--- config.mk ---
export PLATFORM = sky130hd
export DESIGN_NAME = stream_array_mp_flat
export DESIGN_NICKNAME = d
export VERILOG_FILES = /design/src/rtl/stream_array_mp_if.sv /design/src/rtl/stream_array_mp.sv /design/src/flat_wrapper.sv
export SDC_FILE = /design/constraint.sdc
export NUM_CORES = 1
export LEC_CHECK = 0
export CAP_MARGIN = 20
export CORE_MARGIN = 1
export CORE_UTILIZATION = 55
export DETAILED_ROUTE_END_ITERATION = 16
export GPL_TIMING_DRIVEN = 1
export PLACE_DENSITY = 0.77
export SYNTH_ARGS = -nofsm -noshare
export SYNTH_HDL_FRONTEND = slang
export SYNTH_SLANG_ARGS = --single-unit
--- constraint.sdc ---
create_clock -name clk -period 1.7 [get_ports clk]
set_input_delay 0.255 -clock clk [delete_from_list [all_inputs] [get_ports clk]]
set_output_delay 0.255 -clock clk [all_outputs]
set_load 0.005 [all_outputs]
--- src/rtl/stream_array_mp_if.sv ---
// Handshake bundle for stream_array_mp: one write stream, RD_PORTS read-address
// streams with matching read-data streams, plus the clear control and occupancy count.
interface stream_array_mp_if #(
  parameter int DATA_N   = 32,
  parameter int ADDR_N   = 4,
  parameter int RD_PORTS = 2
);
  logic                       clr;
  logic [ADDR_N-1:0]          wr_addr;
  logic [DATA_N-1:0]          wr_data;
  logic                       wr_valid;
  logic                       wr_ready;
  logic [RD_PORTS*ADDR_N-1:0] rd_addr;
  logic [RD_PORTS-1:0]        rd_addr_valid;
  logic [RD_PORTS-1:0]        rd_addr_ready;
  logic [RD_PORTS*DATA_N-1:0] rd_data;
  logic [RD_PORTS-1:0]        rd_written;
  logic [RD_PORTS-1:0]        rd_data_valid;
  logic [RD_PORTS-1:0]        rd_data_ready;
  logic [ADDR_N:0]            written_count;

  modport master (
    output clr, wr_addr, wr_data, wr_valid, rd_addr, rd_addr_valid, rd_data_ready,
    input  wr_ready, rd_addr_ready, rd_data, rd_written, rd_data_valid, written_count
  );

  modport slave (
    input  clr, wr_addr, wr_data, wr_valid, rd_addr, rd_addr_valid, rd_data_ready,
    output wr_ready, rd_addr_ready, rd_data, rd_written, rd_data_valid, written_count
  );
endinterface

--- src/rtl/stream_array_mp.sv ---
// Multi-read-port stream array with per-entry written flags, write-first forwarding
// and an optional blocking mode that holds a read until its entry has been written.
module stream_array_mp #(
  parameter int DATA_N   = 32,
  parameter int ADDR_N   = 4,
  parameter int DEPTH    = 16,
  parameter int RD_PORTS = 2,
  parameter int BLOCKING = 0
) (
  input logic              clk,
  input logic              nrst,
  stream_array_mp_if.slave bus
);
  localparam logic [ADDR_N:0] DEPTH_W = (ADDR_N+1)'(DEPTH);
  localparam logic [ADDR_N:0] ONE_W   = (ADDR_N+1)'(1);

  logic [DATA_N-1:0] mem [DEPTH];
  logic [DEPTH-1:0]  flag;
  logic [ADDR_N:0]   count;

  logic wr_fire;
  logic wr_hit;
  logic wr_new;

  // Writes beyond DEPTH are accepted by the handshake but touch no state.
  assign bus.wr_ready      = !bus.clr;
  assign wr_fire           = bus.wr_valid & !bus.clr;
  assign wr_hit            = wr_fire & ({1'b0, bus.wr_addr} < DEPTH_W);
  assign wr_new            = wr_hit & !flag[bus.wr_addr];
  assign bus.written_count = count;

  // NOTE: the storage array has no reset; the flags alone say which entries hold data.
  always_ff @(posedge clk) begin
    if (wr_hit) mem[bus.wr_addr] <= bus.wr_data;
  end

  // NOTE: all registered state uses <= so every block samples pre-edge values.
  always_ff @(posedge clk or negedge nrst) begin
    if (!nrst) begin
      flag  <= '0;
      count <= '0;
    end else if (bus.clr) begin
      flag  <= '0;
      count <= '0;
    end else if (wr_hit) begin
      flag[bus.wr_addr] <= 1'b1;
      if (wr_new) count <= count + ONE_W;
    end
  end

  for (genvar p = 0; p < RD_PORTS; p++) begin : g_port
    logic [ADDR_N-1:0] addr;
    logic              in_range;
    logic              fwd;
    logic              hit;
    logic              base_ready;
    logic              addr_ready;
    logic              accept;
    logic [DATA_N-1:0] data_q;
    logic              valid_q;
    logic              written_q;

    assign addr       = bus.rd_addr[p*ADDR_N +: ADDR_N];
    assign in_range   = {1'b0, addr} < DEPTH_W;
    assign fwd        = wr_hit & (bus.wr_addr == addr);
    assign hit        = in_range & (flag[addr] | fwd);
    assign base_ready = !valid_q | bus.rd_data_ready[p];
    // Out-of-range addresses bypass the blocking stall so they can never deadlock.
    assign addr_ready = (BLOCKING != 0) ? (base_ready & (hit | !in_range)) : base_ready;
    assign accept     = bus.rd_addr_valid[p] & addr_ready;

    always_ff @(posedge clk or negedge nrst) begin
      if (!nrst) begin
        valid_q   <= 1'b0;
        written_q <= 1'b0;
        data_q    <= '0;
      end else if (accept) begin
        valid_q   <= 1'b1;
        written_q <= hit;
        data_q    <= !hit ? '0 : (fwd ? bus.wr_data : mem[addr]);
      end else if (bus.rd_data_ready[p]) begin
        valid_q   <= 1'b0;
      end
    end

    assign bus.rd_addr_ready[p]               = addr_ready;
    assign bus.rd_data_valid[p]               = valid_q;
    assign bus.rd_written[p]                  = written_q;
    assign bus.rd_data[p*DATA_N +: DATA_N]    = data_q;
  end
endmodule

--- src/flat_wrapper.sv ---
// flat-port wrapper written by rule: the top's interface ports become plain ports
module stream_array_mp_flat 
#(
  parameter int DATA_N   = 32,
  parameter int ADDR_N   = 4,
  parameter int DEPTH    = 16,
  parameter int RD_PORTS = 2,
  parameter int BLOCKING = 0
)
  (clk, nrst, bus_clr, bus_wr_addr, bus_wr_data, bus_wr_valid, bus_rd_addr, bus_rd_addr_valid, bus_rd_data_ready, bus_wr_ready, bus_rd_addr_ready, bus_rd_data, bus_rd_written, bus_rd_data_valid, bus_written_count);
  stream_array_mp_if #(.DATA_N(DATA_N), .ADDR_N(ADDR_N), .RD_PORTS(RD_PORTS)) bus_i ();
  input logic clk;
  input logic nrst;
  input wire logic [$bits(bus_i.clr)-1:0] bus_clr;
  input wire logic [$bits(bus_i.wr_addr)-1:0] bus_wr_addr;
  input wire logic [$bits(bus_i.wr_data)-1:0] bus_wr_data;
  input wire logic [$bits(bus_i.wr_valid)-1:0] bus_wr_valid;
  input wire logic [$bits(bus_i.rd_addr)-1:0] bus_rd_addr;
  input wire logic [$bits(bus_i.rd_addr_valid)-1:0] bus_rd_addr_valid;
  input wire logic [$bits(bus_i.rd_data_ready)-1:0] bus_rd_data_ready;
  output wire logic [$bits(bus_i.wr_ready)-1:0] bus_wr_ready;
  output wire logic [$bits(bus_i.rd_addr_ready)-1:0] bus_rd_addr_ready;
  output wire logic [$bits(bus_i.rd_data)-1:0] bus_rd_data;
  output wire logic [$bits(bus_i.rd_written)-1:0] bus_rd_written;
  output wire logic [$bits(bus_i.rd_data_valid)-1:0] bus_rd_data_valid;
  output wire logic [$bits(bus_i.written_count)-1:0] bus_written_count;
  assign bus_i.clr = bus_clr;
  assign bus_i.wr_addr = bus_wr_addr;
  assign bus_i.wr_data = bus_wr_data;
  assign bus_i.wr_valid = bus_wr_valid;
  assign bus_i.rd_addr = bus_rd_addr;
  assign bus_i.rd_addr_valid = bus_rd_addr_valid;
  assign bus_i.rd_data_ready = bus_rd_data_ready;
  assign bus_wr_ready = bus_i.wr_ready;
  assign bus_rd_addr_ready = bus_i.rd_addr_ready;
  assign bus_rd_data = bus_i.rd_data;
  assign bus_rd_written = bus_i.rd_written;
  assign bus_rd_data_valid = bus_i.rd_data_valid;
  assign bus_written_count = bus_i.written_count;
  stream_array_mp #(.DATA_N(DATA_N), .ADDR_N(ADDR_N), .DEPTH(DEPTH), .RD_PORTS(RD_PORTS), .BLOCKING(BLOCKING)) u_core (.clk(clk), .nrst(nrst), .bus(bus_i));
endmodule
# Word level (Yosys, flattened, before mapping)
# Memories as Yosys holds them, arrays and structs flattened.
# Index checks and enable logic that the tools add are counted.
dict set report classes {
  addsub 1
  mul 0
  n_div 0
  order_cmp 4
  n_eq_ne 2
  n_shift 0
  mux 23
  bitwise 11
  n_reduce_logical 10
}
# op n
set ops {}
lappend ops {{32-bit 2-to-1 mux} 4}
lappend ops {{16-bit 2-to-1 mux} 2}
lappend ops {{16-bit bitwise OR} 1}
lappend ops {{4-bit by 5-bit < comparator with 1-bit output, second input constant} 3}
lappend ops {{5-bit 2-to-1 mux} 3}
lappend ops {{1-bit binary-select mux with 4-bit select} 3}
lappend ops {{1-bit 2-to-1 mux} 10}
lappend ops {{4-bit == test} 2}
lappend ops {{2-bit nonzero test} 4}
lappend ops {{1-bit AND} 6}
lappend ops {{5-bit by 1-bit adder with 5-bit output, second input constant} 1}
lappend ops {{1-bit demux with 4-bit select} 1}
lappend ops {{4-bit by 1-bit >= comparator with 1-bit output, second input constant} 1}
lappend ops {{1-bit logical NOT} 4}
lappend ops {{1-bit bitwise OR} 4}
lappend ops {{2-bit AND reduction} 1}
lappend ops {{1-bit logical AND} 1}
dict set report word_totals {
  ff_bits 89
  latchBits 0
  ramBits 512
  romBits 0
  output_inout_bits 76
  wordCells 60
  n_memories 1
}
# name words word_bits rd rd_ports_with_merged_regs wr line
set mem_list {}
lappend mem_list {u_core.mem 16 32 2 0 1 stream_array_mp.sv:17} ;# logic [DATA_N-1:0] mem [DEPTH];

# Depth between registers and ports, before layout
dict set report logic_depth {
  ltp_word 7
  mapped_depth 8
  depth_no_buf 5
}

# Worst setup path before layout
# OpenSTA, ideal clock, no wires.
dict set report synth_timing {
  kind {input port to flip-flop}
  startpoint {in bus_clr}
  endpoint {mem u_core.mem[8][0], enable pin}
  arrival_ps 2621
  required_ps 1277
  setup_slack_ps -1344
  path_stages 5
  path_cell_list {clkbuf_1 nor2b_1 clkbuf_1 or3b_2 nor2_1}
}
dict set report synth_between {
  elab_chain_cells 4
}
# element line
set synth_lines {}
lappend synth_lines {{start: declaration} flat_wrapper.sv:14} ;# input wire logic [$bits(bus_i.clr)-1:0] bus_clr;
lappend synth_lines {{1-bit logical NOT} stream_array_mp.sv:27} ;# assign wr_fire = bus.wr_valid & !bus.clr;
lappend synth_lines {{1-bit AND} stream_array_mp.sv:27}
lappend synth_lines {{1-bit 2-to-1 mux} stream_array_mp.sv:34} ;# if (wr_hit) mem[bus.wr_addr] <= bus.wr_data;
lappend synth_lines {{1-bit 2-to-1 mux (implied by the code)} stream_array_mp.sv:34}
lappend synth_lines {{end: declaration} stream_array_mp.sv:17}
# No other way between the ends.

# Worst setup path in the final report
dict set report layout_timing {
  startpoint {reg u_core.flag[9]}
  endpoint {reg u_core.count[3] (netlist: u_core.bus.written_count[3])}
}
dict set report layout_between {
  elab_chain_cells 6
}
# element line
set layout_lines {}
lappend layout_lines {{start: declaration} stream_array_mp.sv:18} ;# logic [DEPTH-1:0] flag;
lappend layout_lines {{start signal: assignment} stream_array_mp.sv:40} ;# flag <= '0;
lappend layout_lines {{start signal: assignment} stream_array_mp.sv:43} ;# flag <= '0;
lappend layout_lines {{start signal: indexed assignment} stream_array_mp.sv:46} ;# flag[bus.wr_addr] <= 1'b1;
lappend layout_lines {{1-bit binary-select mux with 4-bit select} stream_array_mp.sv:29} ;# assign wr_new = wr_hit & !flag[bus.wr_addr];
lappend layout_lines {{1-bit 2-to-1 mux (implied by the code)} stream_array_mp.sv:29}
lappend layout_lines {{1-bit logical NOT} stream_array_mp.sv:29}
lappend layout_lines {{1-bit AND} stream_array_mp.sv:29}
lappend layout_lines {{2-bit nonzero test (no source line)} -}
lappend layout_lines {{2-bit AND reduction (no source line)} -}
lappend layout_lines {{end signal: assignment} stream_array_mp.sv:47} ;# if (wr_new) count <= count + ONE_W;
lappend layout_lines {{end: declaration} stream_array_mp.sv:19} ;# logic [ADDR_N:0] count;
# No other way between the ends. The select of a mux whose other input is x is not followed.
# A chain may end at the register's enable or synchronous reset.

==> metrics <==
Design Area, Final 33630 um^2; antenna violations before repair 0; IO Count roughly 130; setup ws final -0.1802 ns; # clock sinks between 600 and 700; hpwl dp 47230 um; CP Max Fanout 7; vias per inst about 6.8; Final Critical Period ~1.9 ns; final net count 1827; initial detailed-routing violation count between 2000 and 2500; dominant synthesized flop cell edfxtp_1; Slew Limit Fails 0; routed len/inst 30.79 um; register area share after synthesis between 60% and 70%; Syn Nets ~1500; Synth Warn # 0; Core Box Area 48950 um^2; FFs w/ async S/R, synth ~15%; non-filler cells, final between 2000 and 2500; metal2 WL between 30000 and 40000 um; die extent in y between 200 and 250 um; PwrDens ~970 nW/um^2; DP Area 31620 um^2; R2R Setup Slk -0.18 ns; synthesized area between 20000 and 30000 um^2; #FFs+latches synth between 600 and 700; Leakage Power approximately 12 nW; Crit. Startpoint u_core.flag[9]; Clock Tree Buf Depth 3; CTS tree done; Area contributors post-synth edfxtp_1 56%, mux4_2 22%, dfrtp_1 8.1%, a22oi_1 3.5%, mux2i_1 2.5%; Port Buffers around 130; Initial Util 55.88%; root buffer selected by CTS clkbuf_16; commonest cells in the netlist 512 x edfxtp_1, 265 x mux4_2, 137 x nand2_1, 128 x a22oi_1, 89 x dfrtp_1; most instantiated library cell after synthesis edfxtp_1; Worst-Margin Slew ~0.73 ns; final setup fails 71; GR Overflow Total 0; # fillers a little over 3000; Final ANT Viol Nets 0; Crit path required time around 2.3 ns; Avg Cell Area, Syn roughly 18 um^2; Tot GR Track Use between 30% and 40%; routed wl met3 ~8500 um; RSZ-0062 raised after global routing true; placed cell count around 2400; Worst R2R Path Depth 5; Crit Reg-Reg Startpoint u_core.flag[9]; clk_skew just under 0.02 ns; clock transition at the registers of the reported paths about 0.060 ns; critical path endpoint category register; HP Class in2async; share of layout cells above drive strength 1 approximately a third; top routing layer in use met4; worst path arrival time 2.43 ns; drt drc 0; via count around 17000; worst skew pair latency 0.62 ns; Syn Inst Count around 1500; TritonCTS Buffers 59; crit share post-route 110.6%; drt first pass iters 5; Max Cap Viol 0; status complete, but fails checks; Max Clk Rate 0.5319 GHz; Synth top area share between 50 and 60%; Layout area overhead 22.95%; first-pass GRT wire length roughly 110000 um; Max-slew headroom between 50% and 60%; n_diodes 0; row count 81; Synth cell types 37; failing checks negative setup slack; width of the die 225.0 um; Final Hold Viols 0; EDFF count, synth slightly above 500; Worst setup SP type register; routability congestion estimate roughly 0.87; Total Power 32.57 mW; R2R Path End u_core.bus.written_count[3]; largest net degree at the start of global routing between 50 and 60; die area approximately 51000 um^2; vias in the first global route about 18000; Peak VDD IR 0.8195 mV; M1 WL roughly 28000 um; total routed wirelength 76600 um; critical path class reg2reg; H-Tree Level Count 2; crit path to u_core.bus.written_count[3]; Yosys top cell by area edfxtp_1
[placed cells by master, fill, tap and decap left out, types with 5 or more instances in the layout]
cell and count:
buf_12 82, xor2_1 7, edfxtp_1 512, nand2_1 133, clkinv_1 10, a21o_1 16
dfrtp_1 84, dlygate4sd2_1 76, clkdlybuf4s50_1 46, a22oi_1 128, o21ai_1 64, bufinv_16 6
clkbuf_16 60, clkbuf_8 7, clkbuf_1 18, buf_4 145, mux2i_1 66, nand2b_1 8
mux4_2 265, clkinv_2 9, dfrtp_2 5, nor2_4 19
[sequential cells by signal, indices dropped and copies added, names as in the netlist]
register                  count
u_core.bus.written_count      5
u_core.flag                  16
u_core.g_port.data_q         64
u_core.g_port.valid_q         2
u_core.g_port.written_q       2
u_core.mem                  512
[per-layer routing]
layer / global-route usage, % / vias to the layer above
met1: 42.45 / 8750
met4: 9.612 / 0
met3: 6.793 / 197
met2: 50.19 / 1219
met5: 0 / -
li1: - / 6772
[worst max-delay path, cell delays in order (launching register included)]
cell      delay, ns
dfrtp_1        0.44
mux4_1         0.54
nand2b_1       0.13
nand4_4        0.18
or3_1          0.36
a21oi_1        0.15
[final cells by class]
type / count / area (um^2) / share of cell area, %
repair buffers: 354 / 3916 / 11.64
inverters: 2 / 7.507 / 0.02232
well taps: 664 / 830.8 / 2.470
multi-input cells: 756 / 9333 / 27.75
flip-flops and latches: 601 / 17610 / 52.35
clock buffers: 83 / 1638 / 4.870
clock inverters: 28 / 299.0 / 0.8891
[stage by stage]
step | hold WS [ns] | setup slack, ns | utilization, % | TNS (ns)
floorplan | -0.04059 | -0.2893 | - | -119.53
CTS | 0.1487 | -0.1566 | 68.68 | -8.833
global route | 0.1804 | -0.2141 | 68.71 | -12.18
finish | 0.1447 | -0.1802 | 68.71 | -9.878
global placement | 0.2470 | -0.6612 | 64.59 | -277.31
detailed placement | 0.2453 | -0.7155 | 64.59 | -281.93
[how the worst min path moves through the flow]
stage | start | end | slack (ns)
2_1_floorplan | nrst | u_core.bus.written_count[0] | -0.04
3_5_place_dp | nrst | u_core.g_port[0].valid_q | 0.25
6_report | nrst | u_core.g_port[0].valid_q | 0.14
4_1_cts | nrst | u_core.g_port[0].valid_q | 0.15
5_1_grt | nrst | u_core.g_port[0].valid_q | 0.18
3_3_place_gp | nrst | u_core.g_port[0].valid_q | 0.25
[cell families after synthesis]
family                     Yosys count  share of synthesized area [%]
xor gates and xnor gates             9                         0.2882
and+or+nand+nor                    193                          2.987
adders and majority gates            1                        0.04573
muxes                              338                          24.68
DFF                                601                          64.35
AOI/OAI and AO/OA                  215                          5.301
buffers and inverters              125                          2.346
[power by group]
group | switching (mW) | total [mW] | leakage (nW) | internal [mW]
Combinational | 1.59 | 3.07 | 5.69 | 1.49
Sequential | 0.124 | 16.4 | 5.83 | 16.2
Clock | 5.54 | 13.1 | 0.942 | 7.60
[repair_timing]
item                                    CTS  global route
hold buffers                              1             0
hold endpoints to repair                 89             0
pin swaps                                 3             1
cloned                                    0             0
gates resized for setup                 139             3
endpoints found under the setup margin  147            71
setup buffers                            17             1
No activity file was read; power rests on OpenSTA's default activity.
